`config.mk`:
```
export PLATFORM = sky130hd
export DESIGN_NAME = wlo_cmd_initiator_flat
export DESIGN_NICKNAME = d
export VERILOG_FILES = /design/src/rtl/wlo_cmd_pkg.sv /design/src/rtl/wlo_cmd_initiator_if.sv /design/src/rtl/mse_byte_collector.sv /design/src/rtl/wlo_cmd_initiator.sv /design/src/flat_wrapper.sv
export SDC_FILE = /design/constraint.sdc
export NUM_CORES = 2
export LEC_CHECK = 0
export ABC_AREA = 1
export CORE_AREA = 2 2 225 227
export DETAILED_ROUTE_END_ITERATION = 10
export DIE_AREA = 0 0 227 229
export DONT_BUFFER_PORTS = 1
export GPL_TIMING_DRIVEN = 0
export HOLD_SLACK_MARGIN = 0.1
export PLACE_DENSITY = 0.81
export SKIP_CTS_REPAIR_TIMING = 1
export SLEW_MARGIN = 20
export SYNTH_ARGS = -nofsm -noshare
export SYNTH_HDL_FRONTEND = slang
export SYNTH_SLANG_ARGS = --single-unit
```
`constraint.sdc`:
```
create_clock -name clk -period 9.83 [get_ports clk]
set_clock_uncertainty 0.2 [all_clocks]
set_input_delay 2.949 -clock clk [delete_from_list [all_inputs] [get_ports clk]]
set_output_delay 2.949 -clock clk [all_outputs]
set_load 0.05 [all_outputs]
```
`src/rtl/wlo_cmd_pkg.sv`:
```
// Shared constants and types for the word-length-optimisation command initiator.
package wlo_cmd_pkg;

  localparam logic [7:0]  HDR_BYTE  = 8'hA5;
  localparam int unsigned MSE_BYTES = 8;

  typedef enum logic [1:0] {
    OpRsvd     = 2'd0,
    OpWriteCfg = 2'd1,
    OpStart    = 2'd2,
    OpSoftRst  = 2'd3
  } cmd_op_t;

  typedef enum logic [2:0] {
    StIdle,
    StSendHdr,
    StSendOp,
    StSendPay,
    StWaitResp
  } init_state_t;

endpackage

```
`src/rtl/wlo_cmd_initiator_if.sv`:
```
// Command, byte-stream and result signals between a host and the initiator.
interface wlo_cmd_initiator_if #(
  parameter int unsigned NUM_CHAN = 30
) ();

  logic                  cmd_valid;
  logic                  cmd_ready;
  logic [1:0]            cmd_op;
  logic [NUM_CHAN*8-1:0] cfg_int;
  logic [NUM_CHAN*8-1:0] cfg_frac;
  logic                  tx_valid;
  logic [7:0]            tx_data;
  logic                  tx_ready;
  logic                  rx_valid;
  logic [7:0]            rx_data;
  logic [63:0]           mse_data;
  logic                  mse_valid;
  logic                  busy;
  logic                  err_timeout;

  // Initiator side.
  modport master (
    input  cmd_valid, cmd_op, cfg_int, cfg_frac, tx_ready, rx_valid, rx_data,
    output cmd_ready, tx_valid, tx_data, mse_data, mse_valid, busy, err_timeout
  );

  // Host / harness side.
  modport slave (
    output cmd_valid, cmd_op, cfg_int, cfg_frac, tx_ready, rx_valid, rx_data,
    input  cmd_ready, tx_valid, tx_data, mse_data, mse_valid, busy, err_timeout
  );

endinterface

```
`src/rtl/mse_byte_collector.sv`:
```
// Collects the MSB-first MSE response bytes and watches the inter-byte gap.
module mse_byte_collector
  import wlo_cmd_pkg::*;
#(
  parameter int unsigned TIMEOUT_CYC = 2**24
) (
  input  logic        clk,
  input  logic        rstn,
  input  logic        arm,       // entering the response wait: reload everything
  input  logic        active,    // currently waiting for response bytes
  input  logic        rx_valid,
  input  logic [7:0]  rx_data,
  input  logic        clr_err,
  output logic        done,      // final byte is being taken this cycle
  output logic        expired,   // gap limit reached this cycle
  output logic [63:0] mse_data,
  output logic        mse_valid,
  output logic        err_timeout
);

  localparam int unsigned TimerW = (TIMEOUT_CYC > 2) ? $clog2(TIMEOUT_CYC) : 1;
  localparam int unsigned AccW   = (MSE_BYTES - 1) * 8;

  logic [2:0]        byte_cnt_q, byte_cnt_d;
  logic [AccW-1:0]   acc_q, acc_d;
  logic [TimerW-1:0] timer_q, timer_d;
  logic [63:0]       mse_q, mse_d;
  logic              mse_valid_q, mse_valid_d;
  logic              err_q, err_d;

  // Next-state for accumulator, byte counter, gap timer and result flags.
  always_comb begin
    byte_cnt_d  = byte_cnt_q;
    acc_d       = acc_q;
    timer_d     = timer_q;
    mse_d       = mse_q;
    mse_valid_d = 1'b0;
    err_d       = err_q;
    done        = active && rx_valid && (byte_cnt_q == 3'(MSE_BYTES - 1));
    expired     = active && !rx_valid && (timer_q == TimerW'(TIMEOUT_CYC - 1));

    if (arm) begin
      byte_cnt_d = '0;
      acc_d      = '0;
      timer_d    = '0;
    end else if (active) begin
      if (rx_valid) begin
        timer_d    = '0;
        acc_d      = {acc_q[AccW-9:0], rx_data};
        byte_cnt_d = byte_cnt_q + 3'd1;
        if (done) begin
          mse_d       = {acc_q, rx_data};
          mse_valid_d = 1'b1;
        end
      end else if (expired) begin
        // Partial response is thrown away; the previous result stays visible.
        err_d      = 1'b1;
        acc_d      = '0;
        byte_cnt_d = '0;
      end else begin
        timer_d = timer_q + TimerW'(1);
      end
    end

    if (clr_err) err_d = 1'b0;
  end

  // State registers with synchronous active-low reset.
  always_ff @(posedge clk) begin
    if (!rstn) begin
      byte_cnt_q  <= '0;
      acc_q       <= '0;
      timer_q     <= '0;
      mse_q       <= '0;
      mse_valid_q <= 1'b0;
      err_q       <= 1'b0;
    end else begin
      byte_cnt_q  <= byte_cnt_d;
      acc_q       <= acc_d;
      timer_q     <= timer_d;
      mse_q       <= mse_d;
      mse_valid_q <= mse_valid_d;
      err_q       <= err_d;
    end
  end

  assign mse_data    = mse_q;
  assign mse_valid   = mse_valid_q;
  assign err_timeout = err_q;

endmodule

```
`src/rtl/wlo_cmd_initiator.sv`:
```
// Host-side initiator: frames commands into bytes and gathers the MSE response.
module wlo_cmd_initiator
  import wlo_cmd_pkg::*;
#(
  parameter int unsigned NUM_CHAN    = 30,
  parameter int unsigned TIMEOUT_CYC = 2**24
) (
  input  logic clk,
  input  logic rstn,
  wlo_cmd_initiator_if.master bus
);

  localparam int unsigned PayLen = 2 * NUM_CHAN;
  localparam int unsigned IdxW   = $clog2(PayLen);
  localparam int unsigned CfgW   = NUM_CHAN * 8;

  init_state_t     state_q, state_d;
  cmd_op_t         op_q, op_d;
  logic [CfgW-1:0] int_q, int_d;
  logic [CfgW-1:0] frac_q, frac_d;
  logic [IdxW-1:0] idx_q, idx_d;
  logic [IdxW-1:0] ch;
  logic [7:0]      pay_byte;
  logic            accept;
  logic            arm;
  logic            active;
  logic            done;
  logic            expired;
  logic            tx_valid;
  logic [7:0]      tx_data;

  // Payload byte select: even index is the int byte, odd the frac byte of channel idx/2.
  always_comb begin
    ch       = idx_q >> 1;
    pay_byte = 8'h00;
    for (int unsigned k = 0; k < NUM_CHAN; k++) begin
      if (ch == IdxW'(k)) pay_byte = idx_q[0] ? frac_q[k*8 +: 8] : int_q[k*8 +: 8];
    end
  end

  // Frame FSM next-state and byte mux.
  always_comb begin
    state_d  = state_q;
    op_d     = op_q;
    int_d    = int_q;
    frac_d   = frac_q;
    idx_d    = idx_q;
    tx_valid = 1'b0;
    tx_data  = 8'h00;
    arm      = 1'b0;
    accept   = (state_q == StIdle) && bus.cmd_valid;

    unique case (state_q)
      StIdle: begin
        if (bus.cmd_valid) begin
          op_d   = cmd_op_t'(bus.cmd_op);
          int_d  = bus.cfg_int;
          frac_d = bus.cfg_frac;
          idx_d  = '0;
          // Reserved opcode is swallowed without a frame.
          if (cmd_op_t'(bus.cmd_op) != OpRsvd) state_d = StSendHdr;
        end
      end
      StSendHdr: begin
        tx_valid = 1'b1;
        tx_data  = HDR_BYTE;
        if (bus.tx_ready) state_d = StSendOp;
      end
      StSendOp: begin
        tx_valid = 1'b1;
        tx_data  = {6'd0, op_q};
        if (bus.tx_ready) begin
          unique case (op_q)
            OpWriteCfg: state_d = StSendPay;
            OpStart: begin
              state_d = StWaitResp;
              arm     = 1'b1;
            end
            default: state_d = StIdle;
          endcase
        end
      end
      StSendPay: begin
        tx_valid = 1'b1;
        tx_data  = pay_byte;
        if (bus.tx_ready) begin
          if (idx_q == IdxW'(PayLen - 1)) state_d = StIdle;
          else                            idx_d   = idx_q + IdxW'(1);
        end
      end
      StWaitResp: begin
        if (done || expired) state_d = StIdle;
      end
      default: state_d = StIdle;
    endcase
  end

  // FSM and latched command registers with synchronous active-low reset.
  always_ff @(posedge clk) begin
    if (!rstn) begin
      state_q <= StIdle;
      op_q    <= OpRsvd;
      int_q   <= '0;
      frac_q  <= '0;
      idx_q   <= '0;
    end else begin
      state_q <= state_d;
      op_q    <= op_d;
      int_q   <= int_d;
      frac_q  <= frac_d;
      idx_q   <= idx_d;
    end
  end

  assign active = (state_q == StWaitResp);

  mse_byte_collector #(
    .TIMEOUT_CYC (TIMEOUT_CYC)
  ) u_collector (
    .clk         (clk),
    .rstn        (rstn),
    .arm         (arm),
    .active      (active),
    .rx_valid    (bus.rx_valid),
    .rx_data     (bus.rx_data),
    .clr_err     (accept),
    .done        (done),
    .expired     (expired),
    .mse_data    (bus.mse_data),
    .mse_valid   (bus.mse_valid),
    .err_timeout (bus.err_timeout)
  );

  assign bus.cmd_ready = (state_q == StIdle);
  assign bus.busy      = (state_q != StIdle);
  assign bus.tx_valid  = tx_valid;
  assign bus.tx_data   = tx_data;

endmodule

```
`src/flat_wrapper.sv`:
```
// flat-port wrapper written by rule: the top's interface ports become plain ports
module wlo_cmd_initiator_flat import wlo_cmd_pkg::*;
#(
  parameter int unsigned NUM_CHAN    = 30,
  parameter int unsigned TIMEOUT_CYC = 2**24
)
  (clk, rstn, bus_cmd_valid, bus_cmd_op, bus_cfg_int, bus_cfg_frac, bus_tx_ready, bus_rx_valid, bus_rx_data, bus_cmd_ready, bus_tx_valid, bus_tx_data, bus_mse_data, bus_mse_valid, bus_busy, bus_err_timeout);
  wlo_cmd_initiator_if #(.NUM_CHAN(NUM_CHAN)) bus_i ();
  input  logic clk;
  input  logic rstn;
  input wire logic [$bits(bus_i.cmd_valid)-1:0] bus_cmd_valid;
  input wire logic [$bits(bus_i.cmd_op)-1:0] bus_cmd_op;
  input wire logic [$bits(bus_i.cfg_int)-1:0] bus_cfg_int;
  input wire logic [$bits(bus_i.cfg_frac)-1:0] bus_cfg_frac;
  input wire logic [$bits(bus_i.tx_ready)-1:0] bus_tx_ready;
  input wire logic [$bits(bus_i.rx_valid)-1:0] bus_rx_valid;
  input wire logic [$bits(bus_i.rx_data)-1:0] bus_rx_data;
  output wire logic [$bits(bus_i.cmd_ready)-1:0] bus_cmd_ready;
  output wire logic [$bits(bus_i.tx_valid)-1:0] bus_tx_valid;
  output wire logic [$bits(bus_i.tx_data)-1:0] bus_tx_data;
  output wire logic [$bits(bus_i.mse_data)-1:0] bus_mse_data;
  output wire logic [$bits(bus_i.mse_valid)-1:0] bus_mse_valid;
  output wire logic [$bits(bus_i.busy)-1:0] bus_busy;
  output wire logic [$bits(bus_i.err_timeout)-1:0] bus_err_timeout;
  assign bus_i.cmd_valid = bus_cmd_valid;
  assign bus_i.cmd_op = bus_cmd_op;
  assign bus_i.cfg_int = bus_cfg_int;
  assign bus_i.cfg_frac = bus_cfg_frac;
  assign bus_i.tx_ready = bus_tx_ready;
  assign bus_i.rx_valid = bus_rx_valid;
  assign bus_i.rx_data = bus_rx_data;
  assign bus_cmd_ready = bus_i.cmd_ready;
  assign bus_tx_valid = bus_i.tx_valid;
  assign bus_tx_data = bus_i.tx_data;
  assign bus_mse_data = bus_i.mse_data;
  assign bus_mse_valid = bus_i.mse_valid;
  assign bus_busy = bus_i.busy;
  assign bus_err_timeout = bus_i.err_timeout;
  wlo_cmd_initiator #(.NUM_CHAN(NUM_CHAN), .TIMEOUT_CYC(TIMEOUT_CYC)) u_core (.clk(clk), .rstn(rstn), .bus(bus_i));
endmodule
```
## Word-level counts from Yosys, hierarchy flattened

Index checks and enable logic that the tools add are counted.

| word-level totals | value |
|---|---|
| word-level logic and storage cells | 174 |
| flip-flop bits (word level) | 640 |
| bits of input ports | 495 |

| operators by class | value |
|---|---|
| reduce and logical (&&, ||, !) cells | 24 |
| bitwise gates (word level) | 4 |
| add/sub/neg operators | 3 |
| muxes and demuxes | 85 |
| equal/unequal tests | 47 |

Operators with widths:

| kind | count |
|---|---|
| $mux 8 | 60 |
| $mux 56 | 2 |
| $eq 5x5->1 const B | 14 |
| $mux 24 | 2 |
| $eq 5x4->1 const B | 8 |
| $mux 3 | 9 |
| $add 24x1->24 const B | 1 |
| $eq 24x24->1 const B | 1 |
| $pmux 8 s3 | 1 |
| $eq 5x3->1 const B | 4 |
| $mux 6 | 3 |
| $pmux 3 s5 | 1 |
| $ne 2x2->1 const B | 6 |
| $pmux 6 s2 | 1 |
| $reduce_and 4->1 | 3 |
| $eq 5x2->1 const B | 2 |
| $reduce_and 7->1 | 1 |
| $add 6x1->6 const B | 1 |
| $eq 3x2->1 const B | 2 |
| $eq 3x3->1 const B | 2 |
| $eq 6x6->1 const B | 1 |
| $logic_not 6->1 | 1 |
| $ne 2x1->1 const B | 3 |
| $pmux 3 s2 | 1 |
| other kinds (17) | 33 |

## Depth between registers and ports, before layout

| depth | value |
|---|---|
| depth in word-level cells | 32 |
| depth in mapped cells | 28 |
| depth with buffers taken out | 28 |

## Hierarchy

From an unflattened synthesis, not the netlist that was laid out.

| unflattened totals | value |
|---|---|
| cells, all modules | 3,956 |
| area, all modules | 27,662.8 µm² |

Modules (own cells, without submodules):

| module | area an instance (µm²) | cells each | instances | sequential area each (µm²) |
|---|---|---|---|---|
| wlo_cmd_initiator | 21,579.4 | 3,110 | 1 | 9,829.4 |
| mse_byte_collector | 6,083.3 | 846 | 1 | 2,982.9 |

## Worst setup path after synthesis

OpenSTA, ideal clock, no wires.

| timing path | value |
|---|---|
| kind | register to output |
| start point | register u_core.idx_q[0] |
| end point | output bus_tx_data[2] |
| setup slack | 3,945 ps |
| required time | 6,681 ps |
| cell stages (with the launch flop) | 13 |
| arrival | 2,736 ps |
| cell sequence | dfxtp_1 -> buf_4 -> buf_2 -> buf_2 -> buf_2 -> buf_4 -> buf_2 -> buf_2 -> buf_2 -> nand2_1 -> o21ai_0 -> a21oi_1 -> a21oi_1 |

| on the way | value |
|---|---|
| longest elaborated chain between the ends | 32 |
| elaborated cells between the ends (all ways) | 61 |

RTL lines:

| what | RTL line | RTL |
|---|---|---|
| from (decl) | wlo_cmd_initiator.sv:21 | `logic [IdxW-1:0] idx_q, idx_d;` |
| from (signal assigned) | wlo_cmd_initiator.sv:111 | `idx_q <= idx_d;` |
| $mux 8 (30 in series) | wlo_cmd_initiator.sv:37 | `if (ch == IdxW'(k)) pay_byte = idx_q[0] ? frac_q[k*8 +: 8] : int_q[k*8 +: 8];` |
| $mux 8 * | wlo_cmd_initiator.sv:37 |  |
| $pmux 8 s3 * | wlo_cmd_initiator.sv:53 | `unique case (state_q)` |
| to (decl) | flat_wrapper.sv:20 | `output wire logic [$bits(bus_i.tx_data)-1:0] bus_tx_data;` |

Mark *: on every way between the ends. The rest lies on a longest branch, timed or not.

## Worst setup path after layout

| timing path | value |
|---|---|
| start point | register u_core.idx_q[1] |
| end point | output bus_tx_data[5] |

| on the way | value |
|---|---|
| longest elaborated chain between the ends | 32 |
| elaborated cells between the ends (all ways) | 61 |

RTL lines:

| what | RTL line |
|---|---|
| $logic_not 6->1 | wlo_cmd_initiator.sv:37 |
| $mux 8 (29 in series) | wlo_cmd_initiator.sv:37 |
| $mux 8 * | wlo_cmd_initiator.sv:37 |
| $pmux 8 s3 * | wlo_cmd_initiator.sv:53 |

Marks and branches as above.

==> run_results.csv <==
group,metric,value,unit
routing,ant_nets,0,
global_routing,grt_usage,38.6,%
global_routing,grt_overflow_total,0,
floorplan,die_area,52000,um^2
sta,finalMaxSlewViolations,0,
logic_synthesis,ys.flop_type,"dfxtp_1",
logic_synthesis,synth_common_cells,"nand2_1, a21oi_1, dfxtp_1, nand3_1, o21ai_0",
logic_synthesis,synth-seq-cells,640,
clocking,htree_levels,3,
floorplan,die_h,229,um
global_routing,grt_pass1_wl,152000,um
sta,finalCritPeriodShare,79.4,%
placed_design,dpl_worst_slack,2.79,ns
power,vdd_drop_max,0.187,mV
routing,wirelength,105000,um
clocking,cts.sinks,640,
power,power,8.08,mW
floorplan,fp.dieW,227,um
global_routing,grt_pass1_vias,25900,
run_status,status,"complete, no violations",
sta,min_period,7.81,ns
routing,drt-initial-drc-count,3306,
sta,rsz0062_at_grt,"false",
worst_setup_path,crit_top_cell,"nand2_1",
logic_synthesis,synth_nets,4306,
finish,nNetsFinal,4377,
clocking,clk_latency,0.62,ns
routing,vias,28000,
logic_synthesis,synth_top_area_share,46.7,%
clocking,cts_made_buffers,68,
routing,first_pass_iters,6,
placed_design,io_buffers,0,
logic_synthesis,syn_area_per_cell,7.20,um^2
sta,hold_viol,0,
job,drv_cap,0,
worst_setup_path,cp_slowest_stage_delay,0.88,ns
finish,area_growth,11.8,%
logic_synthesis,ys_seq_area_share,46.7,%
global_routing,grt_antenna_before_repair,48,
power,leakage,10.9,nW
worst_setup_path,critPathTopFamily,"simple AND/OR/NAND/NOR gates",
sta,fmax,128,MHz
worst_setup_path,cp_slowest_cell,"a21oi_1",
sta,whs,0.247,ns
floorplan,core,49700,um^2
sta,finalSetupViolations,0,
worst_setup_path,crit_buf_inv,1,
routing,wire_per_inst,22.6,um
worst_setup_path,crit_type,"flip-flop to primary output",
worst_setup_path,arrival,4.66,ns
clocking,cts_root_buf,"clkbuf_16",
finish,nFillCells,4577,
floorplan,boundaryPins,572,
floorplan,rows,82,
logic_synthesis,synth_cell_types,37,
sta,relSlewSlack,13.5,%
logic_synthesis,asyncSetResetFlopFracSynth,0,%
worst_setup_path,start_kind,"flip-flop",
placed_design,place_hpwl,78600,um
sta,worstMarginPinSlew,1.30,ns
logic_synthesis,synth_most_common_cell,"nand2_1",
logic_synthesis,synth_edf_count,0,
logic_synthesis,yosysWarnings,0,
clocking,cts_buffer_depth,3,
routing,vias_per_cell,6.03,
clocking,cts_tree,"built",
power,p_per_area,264,nW/um^2
clocking,clk_pin_slew,0.06,ns
sta,finalWorstSetupSlack,2.02,ns
routing,drc_errors,0,
placed_design,globalplace.congestion,0.994,
finish,drive_gt1_share,5.22,%
floorplan,start_util,55.2,%
placed_design,place_inst,4480,
worst_setup_path,end_kind,"primary output",
logic_synthesis,synth.area.top_cells,"dfxtp_1, a21oi_1, nand2_1",
hold_path,hp-class,"flip-flop to flip-flop",
finish,layout.cells.non_filler,4645,
worst_setup_path,crit_path_max_fanout,6,
logic_synthesis,yosys.area.top_type,"dfxtp_1",
logic_synthesis,synth_area,27400,um^2
global_routing,grt_max_degree,15,
worst_setup_path,critPathRequiredTime,6.68,ns
logic_synthesis,synth_cells,3807,
sta,setup-tns-final,0,ns
-- final cells by class --
cell class	instances	area [um^2]	area share (%)
clock inverter	22	269	0.878
multi-input combinational	2543	12200	39.8
sequential	640	12800	41.8
tap	672	841	2.74
antenna	46	115	0.376
timing repair buffer	1	7.51	0.0245
buffer	303	1240	4.04
clock buffer	97	1970	6.43
inverter	321	1200	3.93
-- power breakdown --
group          switching (mW)  internal [mW]  total, mW
clock network            1.10           1.49       2.59
registers               0.167           3.05       3.22
logic                    1.71          0.565       2.27
total                    2.98           5.10       8.08
-- worst reg2reg max path: cells and delay by family (launching register included) --
kind	cells	cell delay, ns
and+or+nand+nor	6	1.14
buffers and inverters	3	0.71
AOI/OAI and AO/OA	3	0.70
DFF	1	0.33
-- worst paths after layout --
path	start	end	slack, ns	cells after the start
worst max register to register	u_core.state_q[1]	u_core.idx_q[5]	6.63	12
worst min-delay path	u_core.int_q[36]	u_core.int_q[36]	0.25	2
worst max-delay path	u_core.idx_q[1]	bus_tx_data[5]	2.02	28
worst min register to register	u_core.int_q[36]	u_core.int_q[36]	0.25	2
-- kinds of logic after synthesis --
kind of cell	Yosys count	share of synthesized area, %
and+or+nand+nor	1334	20.8
xor gates and xnor gates	1	0.0320
buffers and inverters	624	8.87
AOI/OAI and AO/OA	1204	23.3
adders and majority gates	4	0.183
DFF	640	46.7
-- state kept, by name, indices dropped and copies added, names as in the netlist --
| name | cells |
|---|---|
| u_core.frac_q | 240 |
| u_core.int_q | 240 |
| u_core.u_collector.mse_valid | 1 |
| u_core.u_collector.byte_cnt_q | 3 |
| u_core.u_collector.mse_data | 64 |
| u_core.state_q | 3 |
| u_core.u_collector.acc_q | 56 |
| u_core.u_collector.timer_q | 24 |
| u_core.op_q | 2 |
| u_core.idx_q | 6 |
| u_core.u_collector.err_timeout | 1 |
-- through the flow --
stage	utilization (%)	instance area, um^2
2_1_floorplan	-	27400
3_5_place_dp	57.0	28300
6_report	61.7	30600
3_3_place_gp	56.9	28300
5_1_grt	61.6	30600
4_1_cts	61.5	30500
-- routing by layer --
| metal | part of all wire (%) | track usage [%] | vias to the layer above |
|---|---|---|---|
| li1 | - | - | 13000 |
| met1 | 36 | 45.5 | 12900 |
| met2 | 45 | 60.3 | 1672 |
| met3 | 12 | 13.0 | 369 |
| met4 | 6.5 | 23.7 | 18 |
| met5 | 0.12 | 0 | - |
-- placed cells by master (no fill, tap or decap), types with 6 or more instances in the layout --
cell type / Yosys / layout
a211oi_1: 8 / 8
a21oi_1: 680 / 677
a31oi_1: 13 / 13
buf_1: 6 / 6
buf_2: 50 / 50
buf_4: 7 / 8
clkbuf_1: 240 / 244
clkbuf_16: 0 / 68
clkbuf_2: 0 / 9
clkbuf_8: 0 / 16
clkinv_2: 0 / 9
dfxtp_1: 640 / 640
diode_2: 0 / 46
inv_1: 310 / 310
inv_2: 10 / 10
nand2_1: 777 / 777
nand3_1: 398 / 398
nand4_1: 24 / 24
nor2_1: 89 / 89
nor2_2: 6 / 6
nor3_1: 16 / 15
o211ai_1: 126 / 126
o21ai_0: 368 / 368
No activity file was read; power rests on OpenSTA's default activity.
